==> config.mk <==
export PLATFORM = sky130hd
export DESIGN_NAME = pipe_step_controller_flat
export DESIGN_NICKNAME = d
export VERILOG_FILES = /design/src/rtl/pipe_step_controller_if.sv /design/src/rtl/pipe_step_controller.sv /design/src/flat_wrapper.sv
export SDC_FILE = /design/constraint.sdc
export NUM_CORES = 1
export LEC_CHECK = 0
export BUFFER_PORTS_ARGS = -buffer_cell sky130_fd_sc_hd__buf_2
export CORE_AREA = 2 2 85 87
export CTS_CLUSTER_SIZE = 24
export DETAILED_ROUTE_END_ITERATION = 8
export DIE_AREA = 0 0 87 89
export PLACE_DENSITY = 0.52
export SLEW_MARGIN = 10
export SYNTH_ARGS = -nofsm -noshare
export SYNTH_HDL_FRONTEND = slang
export SYNTH_SLANG_ARGS = --single-unit
==> constraint.sdc <==
create_clock -name clock -period 3.91 [get_ports clock]
set_input_delay 0.1955 -clock clock [delete_from_list [all_inputs] [get_ports clock]]
set_output_delay 0.1955 -clock clock [all_outputs]
set_load 0.005 [all_outputs]
==> src/rtl/pipe_step_controller_if.sv <==
// pipe_step_controller_if: RX FIFO head/pop, pipeline control, dump handshake
// and LED indicators shared between the step controller and its surroundings.
interface pipe_step_controller_if #(
  parameter int PC_WIDTH = 8
);
  logic [7:0]          rxData;
  logic                rxAvailable;
  logic                readFifoFlag;
  logic                endOfProgram;
  logic [PC_WIDTH-1:0] pcFE;
  logic                dumpDone;
  logic                pipeEnable;
  logic                pipeReset;
  logic                dumpStart;
  logic                cmdError;
  logic                ledIdle;
  logic                ledStep;
  logic                ledCont;
  logic                ledSend;

  // Controller side
  modport master (
    input  rxData, rxAvailable, endOfProgram, pcFE, dumpDone,
    output readFifoFlag, pipeEnable, pipeReset, dumpStart, cmdError,
           ledIdle, ledStep, ledCont, ledSend
  );

  // FIFO / datapath / dump-logic side
  modport slave (
    output rxData, rxAvailable, endOfProgram, pcFE, dumpDone,
    input  readFifoFlag, pipeEnable, pipeReset, dumpStart, cmdError,
           ledIdle, ledStep, ledCont, ledSend
  );
endinterface

==> src/rtl/pipe_step_controller.sv <==
// pipe_step_controller: UART debug command sequencer for the 5-stage MIPS
// pipeline. Decodes command bytes from the RX FIFO, drives the global pipeline
// enable / reset, and hands off to the latch-dump logic after every halt.
module pipe_step_controller #(
  parameter int PC_WIDTH        = 8,
  parameter int PIPE_RST_CYCLES = 2
) (
  input  logic                   clock,
  input  logic                   reset,
  pipe_step_controller_if.master bus
);

  localparam logic [2:0] ST_IDLE  = 3'd0;
  localparam logic [2:0] ST_ARG   = 3'd1;
  localparam logic [2:0] ST_STEP  = 3'd2;
  localparam logic [2:0] ST_RUN   = 3'd3;
  localparam logic [2:0] ST_DUMP  = 3'd4;
  localparam logic [2:0] ST_WAITD = 3'd5;
  localparam logic [2:0] ST_PRST  = 3'd6;

  localparam logic [7:0] CMD_STEP  = 8'h53;  // 'S'
  localparam logic [7:0] CMD_NSTEP = 8'h4E;  // 'N'
  localparam logic [7:0] CMD_CONT  = 8'h43;  // 'C'
  localparam logic [7:0] CMD_HALT  = 8'h48;  // 'H'
  localparam logic [7:0] CMD_BP    = 8'h42;  // 'B'
  localparam logic [7:0] CMD_CLRBP = 8'h58;  // 'X'
  localparam logic [7:0] CMD_RST   = 8'h52;  // 'R'

  logic [2:0]          state, state_nxt;
  logic                arg_is_bp, arg_is_bp_nxt;   // ARG collects a breakpoint (1) or a step count (0)
  logic [PC_WIDTH-1:0] bp, bp_nxt;
  logic                bp_valid, bp_valid_nxt;
  logic                eop_seen, eop_seen_nxt;
  logic [7:0]          step_cnt, step_cnt_nxt;
  logic [3:0]          prst_cnt, prst_cnt_nxt;
  logic                first_run, first_run_nxt;
  logic                rx_ok;                      // pop gate: closed the cycle after a pop and out of reset

  logic                rx_take;
  logic                pop;
  logic                bp_hit;
  logic                halt_cmd;
  logic                pipe_enable;
  logic                pipe_reset;
  logic                dump_start;
  logic                cmd_error;

  assign rx_take = bus.rxAvailable && rx_ok;
  assign bp_hit  = bp_valid && (bus.pcFE == bp) && !first_run;

  // Next-state and output decode for the command sequencer
  always_comb begin
    // NOTE: every signal driven here gets a default first so no latch is inferred.
    state_nxt     = state;
    arg_is_bp_nxt = arg_is_bp;
    bp_nxt        = bp;
    bp_valid_nxt  = bp_valid;
    eop_seen_nxt  = eop_seen;
    step_cnt_nxt  = step_cnt;
    prst_cnt_nxt  = prst_cnt;
    first_run_nxt = first_run;
    pop           = 1'b0;
    halt_cmd      = 1'b0;
    pipe_enable   = 1'b0;
    pipe_reset    = 1'b0;
    dump_start    = 1'b0;
    cmd_error     = 1'b0;

    case (state)
      ST_IDLE: begin
        if (rx_take) begin
          pop = 1'b1;
          case (bus.rxData)
            CMD_STEP: begin
              if (eop_seen) cmd_error = 1'b1;
              else begin
                step_cnt_nxt = 8'd1;
                state_nxt    = ST_STEP;
              end
            end
            CMD_NSTEP: begin
              if (eop_seen) cmd_error = 1'b1;
              else begin
                arg_is_bp_nxt = 1'b0;
                state_nxt     = ST_ARG;
              end
            end
            CMD_CONT: begin
              if (eop_seen) cmd_error = 1'b1;
              else begin
                first_run_nxt = 1'b1;
                state_nxt     = ST_RUN;
              end
            end
            CMD_HALT: begin
              // Nothing is running, so a halt is silently accepted.
            end
            CMD_BP: begin
              arg_is_bp_nxt = 1'b1;
              state_nxt     = ST_ARG;
            end
            CMD_CLRBP: bp_valid_nxt = 1'b0;
            CMD_RST: begin
              prst_cnt_nxt = 4'(PIPE_RST_CYCLES);
              state_nxt    = ST_PRST;
            end
            default: cmd_error = 1'b1;
          endcase
        end
      end

      ST_ARG: begin
        if (rx_take) begin
          pop = 1'b1;
          if (arg_is_bp) begin
            bp_nxt       = PC_WIDTH'(bus.rxData);
            bp_valid_nxt = 1'b1;
            state_nxt    = ST_IDLE;
          end else if (bus.rxData == 8'd0) begin
            state_nxt = ST_DUMP;
          end else begin
            step_cnt_nxt = bus.rxData;
            state_nxt    = ST_STEP;
          end
        end
      end

      ST_STEP: begin
        // The current enable cycle always completes, even when EOP arrives.
        pipe_enable  = 1'b1;
        step_cnt_nxt = step_cnt - 8'd1;
        if (bus.endOfProgram) eop_seen_nxt = 1'b1;
        if (step_cnt == 8'd1 || bus.endOfProgram) state_nxt = ST_DUMP;
      end

      ST_RUN: begin
        first_run_nxt = 1'b0;
        if (rx_take) begin
          pop       = 1'b1;
          halt_cmd  = (bus.rxData == CMD_HALT);
          cmd_error = !halt_cmd;
        end
        if (bus.endOfProgram) eop_seen_nxt = 1'b1;
        // Any halt condition suppresses this cycle's enable, so the fetch
        // PC stays parked on the breakpoint address.
        if (bp_hit || bus.endOfProgram || halt_cmd) state_nxt = ST_DUMP;
        else pipe_enable = 1'b1;
      end

      ST_DUMP: begin
        dump_start = 1'b1;
        state_nxt  = ST_WAITD;
      end

      ST_WAITD: begin
        if (bus.dumpDone) state_nxt = ST_IDLE;
      end

      ST_PRST: begin
        pipe_reset   = 1'b1;
        eop_seen_nxt = 1'b0;
        prst_cnt_nxt = prst_cnt - 4'd1;
        if (prst_cnt <= 4'd1) state_nxt = ST_IDLE;
      end

      default: state_nxt = ST_IDLE;
    endcase
  end

  // State and command registers
  always_ff @(posedge clock or posedge reset) begin
    if (reset) begin
      state     <= ST_IDLE;
      arg_is_bp <= 1'b0;
      bp        <= '0;
      bp_valid  <= 1'b0;
      eop_seen  <= 1'b0;
      step_cnt  <= 8'd0;
      prst_cnt  <= 4'd0;
      first_run <= 1'b0;
      rx_ok     <= 1'b0;
    end else begin
      // NOTE: non-blocking assignments keep every register sampling the
      // pre-edge values, independent of statement order.
      state     <= state_nxt;
      arg_is_bp <= arg_is_bp_nxt;
      bp        <= bp_nxt;
      bp_valid  <= bp_valid_nxt;
      eop_seen  <= eop_seen_nxt;
      step_cnt  <= step_cnt_nxt;
      prst_cnt  <= prst_cnt_nxt;
      first_run <= first_run_nxt;
      rx_ok     <= !pop;
    end
  end

  assign bus.readFifoFlag = pop;
  assign bus.pipeEnable   = pipe_enable;
  assign bus.pipeReset    = pipe_reset;
  assign bus.dumpStart    = dump_start;
  assign bus.cmdError     = cmd_error;
  assign bus.ledIdle      = (state == ST_IDLE);
  assign bus.ledStep      = (state == ST_STEP);
  assign bus.ledCont      = (state == ST_RUN);
  assign bus.ledSend      = (state == ST_DUMP) || (state == ST_WAITD);

endmodule
==> src/flat_wrapper.sv <==
// flat-port wrapper written by rule: the top's interface ports become plain ports
module pipe_step_controller_flat 
#(
  parameter int PC_WIDTH        = 8,
  parameter int PIPE_RST_CYCLES = 2
)
  (clock, reset, bus_rxData, bus_rxAvailable, bus_endOfProgram, bus_pcFE, bus_dumpDone, bus_readFifoFlag, bus_pipeEnable, bus_pipeReset, bus_dumpStart, bus_cmdError, bus_ledIdle, bus_ledStep, bus_ledCont, bus_ledSend);
  pipe_step_controller_if #(.PC_WIDTH(PC_WIDTH)) bus_i ();
  input  logic clock;
  input  logic reset;
  input wire logic [$bits(bus_i.rxData)-1:0] bus_rxData;
  input wire logic [$bits(bus_i.rxAvailable)-1:0] bus_rxAvailable;
  input wire logic [$bits(bus_i.endOfProgram)-1:0] bus_endOfProgram;
  input wire logic [$bits(bus_i.pcFE)-1:0] bus_pcFE;
  input wire logic [$bits(bus_i.dumpDone)-1:0] bus_dumpDone;
  output wire logic [$bits(bus_i.readFifoFlag)-1:0] bus_readFifoFlag;
  output wire logic [$bits(bus_i.pipeEnable)-1:0] bus_pipeEnable;
  output wire logic [$bits(bus_i.pipeReset)-1:0] bus_pipeReset;
  output wire logic [$bits(bus_i.dumpStart)-1:0] bus_dumpStart;
  output wire logic [$bits(bus_i.cmdError)-1:0] bus_cmdError;
  output wire logic [$bits(bus_i.ledIdle)-1:0] bus_ledIdle;
  output wire logic [$bits(bus_i.ledStep)-1:0] bus_ledStep;
  output wire logic [$bits(bus_i.ledCont)-1:0] bus_ledCont;
  output wire logic [$bits(bus_i.ledSend)-1:0] bus_ledSend;
  assign bus_i.rxData = bus_rxData;
  assign bus_i.rxAvailable = bus_rxAvailable;
  assign bus_i.endOfProgram = bus_endOfProgram;
  assign bus_i.pcFE = bus_pcFE;
  assign bus_i.dumpDone = bus_dumpDone;
  assign bus_readFifoFlag = bus_i.readFifoFlag;
  assign bus_pipeEnable = bus_i.pipeEnable;
  assign bus_pipeReset = bus_i.pipeReset;
  assign bus_dumpStart = bus_i.dumpStart;
  assign bus_cmdError = bus_i.cmdError;
  assign bus_ledIdle = bus_i.ledIdle;
  assign bus_ledStep = bus_i.ledStep;
  assign bus_ledCont = bus_i.ledCont;
  assign bus_ledSend = bus_i.ledSend;
  pipe_step_controller #(.PC_WIDTH(PC_WIDTH), .PIPE_RST_CYCLES(PIPE_RST_CYCLES)) u_core (.clock(clock), .reset(reset), .bus(bus_i));
endmodule
Word level (Yosys, flattened, before mapping)
Cells that the tools add are included.
Widths: inputs -> output; s select.
{"block": "classes", "muxes": 49, "add_sub_neg": 2, "n_reduce_logical": 30, "eq_ne": 35, "magnitude_cmp": 1}
{"operator": "$eq 8x7->1 const B", "count": 7}
{"operator": "$mux 8", "count": 6}
{"operator": "$mux 3", "count": 11}
{"operator": "$pmux 8 s3", "count": 1}
{"operator": "$ne 2x1->1 const B", "count": 11}
{"operator": "$pmux 3 s7", "count": 1}
{"operator": "$mux 1", "count": 19}
{"operator": "$pmux 3 s5", "count": 1}
{"operator": "$pmux 1 s2", "count": 7}
{"operator": "$ne 2x2->1 const B", "count": 5}
{"operator": "$reduce_and 10->1", "count": 1}
{"operator": "$reduce_bool 2->1", "count": 5}
{"operator": "$eq 3x3->1 const B", "count": 3}
{"operator": "$ne 3x3->1 const B", "count": 3}
{"operator": "$eq 8x1->1 const B", "count": 1}
{"operator": "$eq 8x8->1", "count": 1}
{"operator": "$logic_not 8->1", "count": 1}
{"operator": "$mux 4", "count": 2}
{"operator": "$pmux 4 s2", "count": 1}
{"operator": "$reduce_and 4->1", "count": 2}
{"operator": "$sub 8x1->8 const B", "count": 1}
{"operator": "$reduce_and 7->1", "count": 1}
{"operator": "$eq 3x2->1 const B", "count": 2}
{"operator": "$ne 6x1->1 const B", "count": 1}
{"operator": "other kinds (14)", "count": 23}
{"block": "word_totals", "wordCells": 126, "register_bits": 28, "in_bits": 21, "output_inout_bits": 9}

Depth between registers and ports, before layout
{"block": "depth", "word_depth": 7, "mapped_depth": 8}

Least setup slack after synthesis
OpenSTA, ideal clock, no wires.
{"block": "synth_path", "path_kind": "reg-to-reg", "startpoint": "register u_core.prst_cnt[0]", "endpoint": "register u_core.state[1]", "setup_slack_ps": 2085, "t_required_ps": 3785, "arrival_time_ps": 1700, "stages_incl_launch_ff": 8, "path_cell_list": "dfrtp_1 inv_1 ha_1 nor2_1 o31a_1 nor4_2 nand3_2 mux2_4"}
{"block": "synth_via", "elab_chain_cells": 3}
{"element": "from (decl)", "line_no": "pipe_step_controller.sv:35", "rtl": "logic [3:0] prst_cnt, prst_cnt_nxt;"}
{"element": "from (signal assigned)", "line_no": "pipe_step_controller.sv:191", "rtl": "prst_cnt <= prst_cnt_nxt;"}
{"element": "$le 4x1->1", "line_no": "pipe_step_controller.sv:163", "rtl": "if (prst_cnt <= 4'd1) state_nxt = ST_IDLE;"}
{"element": "$ne 2x1->1 (no source line)"}
{"element": "$reduce_and 10->1 (no source line)"}
{"element": "to (signal assigned)", "line_no": "pipe_step_controller.sv:185", "rtl": "state <= state_nxt;"}
{"element": "to (decl)", "line_no": "pipe_step_controller.sv:29", "rtl": "logic [2:0] state, state_nxt;"}
Every way passes these cells.
A chain may end at the register's enable or synchronous reset.

Worst setup path in the final report
{"block": "layout_path", "startpoint": "register u_core.state[0]", "endpoint": "register u_core.bp[7]"}
{"block": "layout_via", "elab_chain_cells": 2}
{"element": "$eq 3x1->1", "line_no": "pipe_step_controller.sv:69", "rtl": "case (state)"}
{"element": "$reduce_and 3->1 (no source line)"}
{"element": "to (signal assigned)", "line_no": "pipe_step_controller.sv:187", "rtl": "bp <= bp_nxt;"}
{"element": "to (decl)", "line_no": "pipe_step_controller.sv:31", "rtl": "logic [PC_WIDTH-1:0] bp, bp_nxt;"}
Every way passes these cells.

==> qor.yml <==
outcome:
  outcome: "completed"
global_route:
  antenna_found_initial: 0
  grt_pass1_vias: 1652
  met1_usage: 0.216
  met2_usage: 0.205
  track_usage: 0.144
  grt_busiest_layer: "met1"
  grt_overflow_total: 0
  grt_max_degree: 29
  grt_pass1_wl_mm: 8.76
  use_met3: 0.0351
sta:
  max_freq_mhz: 425
  finalClockSkew_ps: 6.21
  setup_viol: 0
  min_period_ps: 2350
  period_share: 0.602
  rsz0062_at_grt: "no"
  worstMarginPinSlew_ps: 730
  final_hold_viol_count: 0
  fin_setup_tns_ps: 0
  setup_slack_ps: 1560
  whs_ps: 245
  relSlewSlack: 0.509
  maxSlewViolCount: 0
power:
  power_frac_seq: 0.356
  p_per_area_nw_per_um2: 608
  switchingPower_mw: 0.600
  p_leak_nw: 1.00
  p_int_mw: 0.791
  ir_worst_vdd_uv: 225
  p_comb_frac: 0.475
  clkPwrFrac: 0.169
  swShare: 0.431
setup_path:
  path_class: "reg2reg"
  critical_path_arrival_ps: 2530
  endpoint_kind: "register"
  critPathMaxFanout: 15
  start_kind: "register"
  crit_required_ps: 4080
floorplanning:
  initial_core_util: 0.299
  core-area_um2: 6720
  rows: 30
  die_w_um: 87
  die_area_um2: 7740
  ios: 30
  chipHeight_um: 89
synthesis:
  synthArstFlopShare: 1.00
  synth_ff_type: "dfrtp_1"
  synthCells: 218
  ys_ff_latch: 28
  synth_area_leaders: "dfrtp_1 35%, mux2_2 4.5%, xnor2_1 4.4%"
  synth_top_cell_area_share: 0.348
  ys_types: 54
  avgSynthCellArea_um2: 9.23
  synth-seq-area-share: 0.348
  synth_top_area_cell: "dfrtp_1"
  yosysWarnings: 0
  synth-edff-count: 0
  syn_nets: 243
  syn_area_um2: 2010
detailed_routing:
  viasPerCell: 5.65
  wl_per_cell_um: 16.8
  drc: 0
  routed_wirelength_mm: 5.39
  vias: 1818
  first_pass_iters: 5
  drtAntennaViolNets: 0
  drtIter0Drc: 118
finish:
  nets: 268
  stdcell_area_um2: 2290
  drive_gt1_frac: 0.227
  diodes: 0
  final_cell_mix: "29 x buf_2, 28 x dfrtp_1, 15 x nor2_1, 15 x inv_1"
  final_common_cell: "buf_2"
  area_growth_pct: 13.7
clocking:
  cts_hold_buf: 1
  clock_sink_count: 28
  cts_root_buf: "clkbuf_8"
  tritoncts: "built"
  cts_buffers: 3
  insertion_delay_ps: 280
  htree_levels: 1
  clockBufferDepth: 2
  cts_resized: 0
  postCtsSetupBuffers: 0
  clkTransAtPathRegs_ps: 110
placed_design:
  placed_cell_area_um2: 2210
  portBuffers: 29
  dp_slack_ps: 1610
  post-dp-hpwl_mm: 4.00
  gp_congestion: 0.903
job:
  max-cap-violations: 0
worst_hold_path:
  hp-class: "in2reg"
## stage by stage
| step | instances | power (mW) | util |
|---|---|---|---|
| 6_report | 322 | 1.39 | 0.340 |
| 3_3_place_gp | 317 | 1.16 | 0.328 |
| 5_1_grt | 322 | 1.51 | 0.340 |
| 4_1_cts | 322 | 1.40 | 0.340 |
| 2_1_floorplan | 218 | 0.983 | - |
| 3_5_place_dp | 317 | 1.16 | 0.328 |
## path summary, 6_finish.rpt
kind	start	end	slack, ps	cells after the start
max	u_core.state[0]$_DFFE_PP0P_	u_core.bp[7]$_DFFE_PP0P_	1560	4
min	bus_endOfProgram	u_core.eop_seen$_DFFE_PP0P_	240	3
max reg2reg	u_core.state[0]$_DFFE_PP0P_	u_core.bp[7]$_DFFE_PP0P_	1560	4
min reg2reg	u_core.bp[3]$_DFFE_PP0P_	u_core.bp[3]$_DFFE_PP0P_	540	1
max in group asynchronous	reset	u_core.step_cnt[2]$_DFFE_PP0P_	3120	4
min in group asynchronous	reset	u_core.bp[0]$_DFFE_PP0P_	520	4
## sequential cells by signal (all words and copies together) (netlist names)
name	flops
u_core.arg_is_bp	1
u_core.bp_valid	1
u_core.state	3
u_core.bp	8
u_core.eop_seen	1
u_core.first_run	1
u_core.prst_cnt	4
u_core.rx_ok	1
u_core.step_cnt	8
## layer usage
layer	wire length [um]	vias up
met5	0	-
met4	50	0
met3	404	4
met2	2400	93
met1	2540	854
li1	-	867
## Yosys cell counts, types with 4 or more instances
cell / number
dfrtp_1: 28
inv_1: 15
nor2_1: 15
a21oi_1: 12
nand2_1: 12
o21ai_0: 11
xnor2_1: 10
nand3_1: 9
mux2_2: 8
nand4_1: 7
o2bb2ai_1: 6
buf_2: 5
a22oi_1: 4
clkbuf_1: 4
ha_1: 4
nor3_1: 4
nor3b_1: 4
## worst max-delay path: stages (launching register included)
cell	delay [ps]
dfrtp_1	710
inv_1	190
nor3_2	480
and3_1	480
mux2_2	380
## cell families after synthesis
kind of cell,count (synthesis),share of synthesized area
XOR/XNOR,10,0.0435
adder cells (fa/ha/maj),4,0.0249
flip-flops,28,0.348
multiplexers,12,0.0678
buffers and inverters,26,0.0572
AO/OA/AOI/OAI,60,0.217
AND/OR/NAND/NOR,78,0.241
## layout make-up
| cell class | count | area (um2) |
|---|---|---|
| Fill cell | 696 | 4430 |
| Multi-Input combinational cell | 164 | 1200 |
| Sequential cell | 28 | 701 |
| Timing Repair Buffer | 31 | 163 |
| Tap cell | 80 | 100 |
| Inverter | 15 | 56.3 |
| Clock buffer | 3 | 41.3 |
| Clock inverter | 1 | 30.0 |
## power by group through the flow
stage	Combinational (mW)	Clock [mW]	Sequential [mW]
2_1_floorplan	0.546	0	0.437
3_3_place_gp	0.662	0	0.502
3_5_place_dp	0.655	0	0.500
4_1_cts	0.659	0.248	0.493
5_1_grt	0.733	0.259	0.514
6_report	0.660	0.235	0.496
(Power assumes the default switching activity.)
